===== config.mk =====
export PLATFORM = sky130hd
export DESIGN_NAME = seq_det_ctrl
export DESIGN_NICKNAME = d
export VERILOG_FILES = /design/src/rtl/seq_det_ctrl.sv
export SDC_FILE = /design/constraint.sdc
export NUM_CORES = 1
export LEC_CHECK = 0
export CAP_MARGIN = 20
export CORE_ASPECT_RATIO = 0.7
export CORE_MARGIN = 4
export CORE_UTILIZATION = 52
export CTS_CLUSTER_DIAMETER = 200
export DETAILED_ROUTE_END_ITERATION = 10
export PLACE_DENSITY = 0.86
export SLEW_MARGIN = 20
export SYNTH_ARGS = -nofsm -noshare
export SYNTH_HDL_FRONTEND = slang
export SYNTH_SLANG_ARGS = --single-unit

===== constraint.sdc =====
create_clock -name clk -period 2.95 [get_ports clk]
set_input_delay 0.4425 -clock clk [delete_from_list [all_inputs] [get_ports clk]]
set_output_delay 0.4425 -clock clk [all_outputs]
set_load 0.01 [all_outputs]

===== src/rtl/seq_det_ctrl.sv =====
// Programmable serial pattern detector controller: config registers, arm/stop FSM, match counter.
// Optional valid-bit timeout counter is built only when SEQ_DET_CTRL_TIMEOUT_EN is defined.
module seq_det_ctrl #(
  parameter int PAT_W = 8,
  parameter int CNT_W = 8,
  parameter int TMO_W = 12
) (
  input  logic                       clk,
  input  logic                       rst,
  input  logic                       cfg_we,
  input  logic [PAT_W-1:0]           cfg_pattern,
  input  logic [$clog2(PAT_W+1)-1:0] cfg_len,
  input  logic                       cfg_overlap,
  input  logic [CNT_W-1:0]           cfg_target,
  input  logic                       start,
  input  logic                       stop,
  input  logic                       x,
  input  logic                       x_valid,
  output logic                       y,
  output logic                       busy,
  output logic                       done,
  output logic                       cfg_err,
  output logic [CNT_W-1:0]           match_cnt,
  output logic                       timeout
);
  localparam int LEN_W = $clog2(PAT_W + 1);
  localparam logic [LEN_W-1:0] LEN_MAX = LEN_W'(PAT_W);

  typedef enum logic [1:0] {IDLE, ARMED, DONE} state_t;

  state_t           state_q, state_d;
  logic [PAT_W-1:0] pat_q, pat_d;
  logic [PAT_W-2:0] hist_q, hist_d;
  logic [LEN_W-1:0] len_q, len_d, fill_q, fill_d;
  logic             ovl_q, ovl_d;
  logic [CNT_W-1:0] tgt_q, tgt_d, cnt_q, cnt_d;
  logic             done_q, done_d, err_q, err_d;
`ifdef SEQ_DET_CTRL_TIMEOUT_EN
  logic [TMO_W-1:0] tmo_q, tmo_d;
  logic             timeout_q, timeout_d;
`endif

  logic [PAT_W-1:0] cand, mask;
  logic             len_ok, fill_ok, tgt_hit, hit;

  // Only the top PAT_W-1 history bits matter: the oldest one is shifted out by cand.
  assign cand    = {hist_q, x};
  assign mask    = (PAT_W'(1) << len_q) - PAT_W'(1);
  assign len_ok  = (len_q != '0) && (len_q <= LEN_MAX);
  assign fill_ok = ((LEN_W+1)'(fill_q) + (LEN_W+1)'(1)) >= (LEN_W+1)'(len_q);
  assign tgt_hit = (tgt_q != '0) && (((CNT_W+1)'(cnt_q) + (CNT_W+1)'(1)) == (CNT_W+1)'(tgt_q));
  assign hit     = (state_q == ARMED) && x_valid && !stop &&
                   (((cand ^ pat_q) & mask) == '0) && fill_ok;

  always_comb begin
    state_d = state_q;
    pat_d   = pat_q;
    hist_d  = hist_q;
    len_d   = len_q;
    fill_d  = fill_q;
    ovl_d   = ovl_q;
    tgt_d   = tgt_q;
    cnt_d   = cnt_q;
    done_d  = done_q;
    err_d   = 1'b0;
`ifdef SEQ_DET_CTRL_TIMEOUT_EN
    tmo_d     = tmo_q;
    timeout_d = timeout_q;
`endif
    case (state_q)
      IDLE, DONE: begin
        if (cfg_we) begin
          pat_d = cfg_pattern;
          len_d = cfg_len;
          ovl_d = cfg_overlap;
          tgt_d = cfg_target;
        end else if (start) begin
          if (len_ok) begin
            state_d = ARMED;
            hist_d  = '0;
            fill_d  = '0;
            cnt_d   = '0;
            done_d  = 1'b0;
`ifdef SEQ_DET_CTRL_TIMEOUT_EN
            tmo_d     = '0;
            timeout_d = 1'b0;
`endif
          end else begin
            err_d = 1'b1;
          end
        end
      end
      ARMED: begin
        err_d = cfg_we;
        if (stop) begin
          state_d = IDLE;
        end else if (x_valid) begin
          if (hit && !ovl_q) begin
            hist_d = '0;
            fill_d = '0;
          end else begin
            hist_d = cand[PAT_W-2:0];
            fill_d = (fill_q >= LEN_MAX) ? LEN_MAX : fill_q + LEN_W'(1);
          end
          if (hit) begin
            if (cnt_q != '1) cnt_d = cnt_q + CNT_W'(1);
            if (tgt_hit) begin
              state_d = DONE;
              done_d  = 1'b1;
            end
`ifdef SEQ_DET_CTRL_TIMEOUT_EN
            tmo_d = '0;
          end else begin
            tmo_d = tmo_q + TMO_W'(1);
            if (tmo_d == '1) begin
              state_d   = DONE;
              timeout_d = 1'b1;
            end
`endif
          end
        end
      end
      default: state_d = IDLE;
    endcase
  end

  always_ff @(posedge clk) begin
    if (rst) begin
      state_q <= IDLE;
      pat_q   <= '0;
      hist_q  <= '0;
      len_q   <= '0;
      fill_q  <= '0;
      ovl_q   <= 1'b0;
      tgt_q   <= '0;
      cnt_q   <= '0;
      done_q  <= 1'b0;
      err_q   <= 1'b0;
`ifdef SEQ_DET_CTRL_TIMEOUT_EN
      tmo_q     <= '0;
      timeout_q <= 1'b0;
`endif
    end else begin
      state_q <= state_d;
      pat_q   <= pat_d;
      hist_q  <= hist_d;
      len_q   <= len_d;
      fill_q  <= fill_d;
      ovl_q   <= ovl_d;
      tgt_q   <= tgt_d;
      cnt_q   <= cnt_d;
      done_q  <= done_d;
      err_q   <= err_d;
`ifdef SEQ_DET_CTRL_TIMEOUT_EN
      tmo_q     <= tmo_d;
      timeout_q <= timeout_d;
`endif
    end
  end

  assign y         = hit;
  assign busy      = (state_q == ARMED);
  assign done      = done_q;
  assign cfg_err   = err_q;
  assign match_cnt = cnt_q;
`ifdef SEQ_DET_CTRL_TIMEOUT_EN
  assign timeout   = timeout_q;
`else
  assign timeout   = |{TMO_W{1'b0}};
`endif
endmodule


==> out/results.ini <==
[floorplan]
core_area_um2=4329
start_util_pct=53.87
ios=41
die_x_um=88.05
rows=20
die-height_um=64.03
dieArea_um2=5638

[sta]
min_period_over_period_pct=93.76
period_needed_ns=2.766
relSlewSlack_pct=45.92
setup_tns_ns=0
fmax_mhz=361.5
finalSetupViolCount=0
timing.final.hold_violations=0
rsz0062_at_grt=false
skew_ns=0.004121
worst_pin_slew_ns=0.8112
finalMaxSlewViolations=0

[pwr]
power_frac_seq_pct=49.0
power.switching_uw=341.4
power_density_nw_per_um2=447.4
p_clk_share_pct=36.7
p_sw_share_pct=26.29
p_leak_nw=1.138
p_int_uw=957.4
vdd_drop_max_mv=0.2765
p_comb_share_pct=14.2

[placement]
place.gp.congestion=0.9050
dp_hpwl_mm=4.169
portBuffers=39

[clock_network]
h-tree-depth=2
cts_tree=built
cts_root_buffer=clkbuf_8
cts_sinks=44
clk_pin_slew_worst_paths_ns=0.09
insertion_delay_ns=0.30
postCtsSetupBuffers=0
clockBufferDepth=2
cts_made_buffers=5

[route]
wl_mm=5.822
avgRoutedWirePerCell_um=14.81
ant_nets=0
via_per_inst=5.814
drc=0
num_vias=2285
drt_iter0_markers=188
first_pass_iters=5

[setup_path]
required_ns=2.51
worstSetupPathType=register to primary output
start_kind=register
worstPathArrival_ns=2.32
crit_start=fill_q[0]$_SDFFE_PP0P_
end_kind=primary output
critPathMaxFanout=6
r2r_start=fill_q[0]$_SDFFE_PP0P_

[synth]
synth_nets=336
yosysWarnings=0
ys_ff_latch=44
synthCells=300
avgSynthCellArea_um2=7.774
syn_area_um2=2332
yosysSeqAreaShare_pct=37.77
synth.distinct_cells=43

[final_layout]
syn_to_final_growth_pct=24.46
antenna_cells=0
drive_gt1_share_pct=8.284
final_nets=373
final_util_pct=67.05

[job]
drv_cap=0

[global_routing]
grt_use_total_pct=21.63
grt_max_degree=36
grt_pass1_wl_mm=9.680
grt_pass1_vias=2083
grt_antenna_before_repair=0
grt.overflow.total=0

[hold_path]
hp-class=register to register
min-delay-start=ovl_q$_SDFFE_PP0P_

[run_status]
status=finished, final reports clean

## worst max-delay path, cell delays in order (launching register included)
cell           delay (ns)
dfxtp_1              0.37
ha_1                 0.25
nor2b_1              0.15
or2_2                0.27
ha_1                 0.28
a21oi_1              0.07
o21ai_1              0.16
nand3_2              0.10
inv_1                0.10
dlygate4sd2_1        0.27
## routing by layer
metal	GRT usage [%]	vias up	routed length [um]
met1	31.67	1072	2871
met3	4.639	5	482
li1	-	1110	-
met2	31.67	98	2425
met5	0	-	0
met4	6.415	0	42
## final timing paths
path                                           endpoint  slack (ns)  depth (start not counted)
worst min-delay path                 ovl_q$_SDFFE_PP0P_        0.46                          2
worst max register to register  state_q[1]$_SDFFE_PP0P_        0.28                         11
worst max-delay path                                  y        0.18                          9
worst min register to register       ovl_q$_SDFFE_PP0P_        0.46                          2
## flip-flops by register name, indices dropped and copies added (netlist names)
| signal | cells |
|---|---|
| cfg_err | 1 |
| done | 1 |
| fill_q | 4 |
| hist_q | 7 |
| len_q | 4 |
| match_cnt | 8 |
| ovl_q | 1 |
| pat_q | 8 |
| state_q | 2 |
| tgt_q | 8 |
## Yosys cell counts
cell type | count | area share, %
nand2_1 | 58 | 9.3
dfxtp_1 | 44 | 38
a21oi_1 | 35 | 7.5
nor2_1 | 24 | 3.9
inv_1 | 15 | 2.4
clkbuf_1 | 14 | 2.3
o21ai_0 | 10 | 2.1
xor2_1 | 10 | 3.8
nand3_1 | 9 | 1.9
xnor2_1 | 9 | 3.4
a32oi_1 | 8 | 3.0
ha_1 | 8 | 4.3
and3_1 | 5 | 1.3
nor3_1 | 5 | 1.1
a31oi_1 | 4 | 1.1
nand2b_1 | 4 | 1.1
a211oi_1 | 3 | 0.97
nor2b_1 | 3 | 0.80
a22oi_1 | 2 | 0.64
nand3b_1 | 2 | 0.64
nand4_1 | 2 | 0.54
nor4_1 | 2 | 0.54
o2111ai_1 | 2 | 0.75
o211ai_1 | 2 | 0.64
o31ai_1 | 2 | 0.64
a2111oi_2 | 1 | 0.64
a21o_1 | 1 | 0.32
a221oi_1 | 1 | 0.38
a311oi_2 | 1 | 0.64
buf_1 | 1 | 0.16
buf_2 | 1 | 0.21
buf_4 | 1 | 0.32
conb_1 | 1 | 0.16
nand2b_4 | 1 | 0.59
nand3_2 | 1 | 0.43
nand4_2 | 1 | 0.54
nor2_4 | 1 | 0.48
nor3b_1 | 1 | 0.32
nor3b_4 | 1 | 0.80
o21a_1 | 1 | 0.32
o221ai_2 | 1 | 0.64
o2bb2ai_1 | 1 | 0.38
or2_2 | 1 | 0.27
## area by class of cell
type | instances | area, um2
fillers | 389 | 1426
multi-input cells | 224 | 1329
flip-flops and latches | 44 | 883.3
repair buffers | 47 | 449.2
clock buffers | 5 | 68.82
well taps | 55 | 68.82
inverters | 15 | 56.30
clock inverters | 3 | 47.55
## cell families (layout without fill, tap and decap cells)
| logic type | count (synthesis) | in the layout | synth area share [%] |
|---|---|---|---|
| xor gates and xnor gates | 19 | 19 | 7.135 |
| other | 1 | 1 | 0.1608 |
| DFF | 44 | 44 | 37.77 |
| and+or+nand+nor | 121 | 121 | 24.57 |
| adders and majority gates | 8 | 8 | 4.292 |
| AOI/OAI and AO/OA | 75 | 75 | 20.71 |
| buffers and inverters | 32 | 70 | 5.364 |
## power groups by stage
stage / Combinational (mW) / Sequential [mW] / Clock (mW)
after detailed placement: 0.182 / 0.649 / 0
after global routing: 0.205 / 0.640 / 0.515
after global placement: 0.177 / 0.648 / 0
final: 0.185 / 0.637 / 0.477
after floorplan: 0.114 / 0.642 / 0
after CTS: 0.185 / 0.636 / 0.482
## layout by cell type, fill, tap and decap left out, types with 3 or more instances in the layout
master,count
nand2_1,58
dfxtp_1,42
clkdlybuf4s50_1,38
a21oi_1,35
nor2_1,23
inv_1,15
xor2_1,10
nand3_1,9
xnor2_1,9
o21ai_0,9
a32oi_1,8
ha_1,8
buf_4,8
and3_1,5
nor3_1,5
clkbuf_8,5
nand2b_1,4
a31oi_1,4
nor2b_1,3
a211oi_1,3
## stage by stage
stage / hold WS, ns / instances / setup slack (ns) / cell area [um2] / power [mW]
after CTS: 0.4706 / 393 / 0.1890 / 2903 / 1.303
final: 0.4649 / 393 / 0.1841 / 2903 / 1.299
after floorplan: 0.4312 / 300 / 0.4856 / 2332 / 0.7564
after global routing: 0.4912 / 393 / 0.01636 / 2903 / 1.360
after detailed placement: 0.4577 / 385 / 0.1391 / 2783 / 0.8313
after global placement: 0.4383 / 385 / 0.1538 / 2783 / 0.8255
## repair_timing
action / in CTS / in global routing
hold buffers: 0 / 0
gates resized for setup: 5 / 0
endpoints found under the setup margin: 1 / 0
Note: power is estimated with default switching activity, not from simulation.
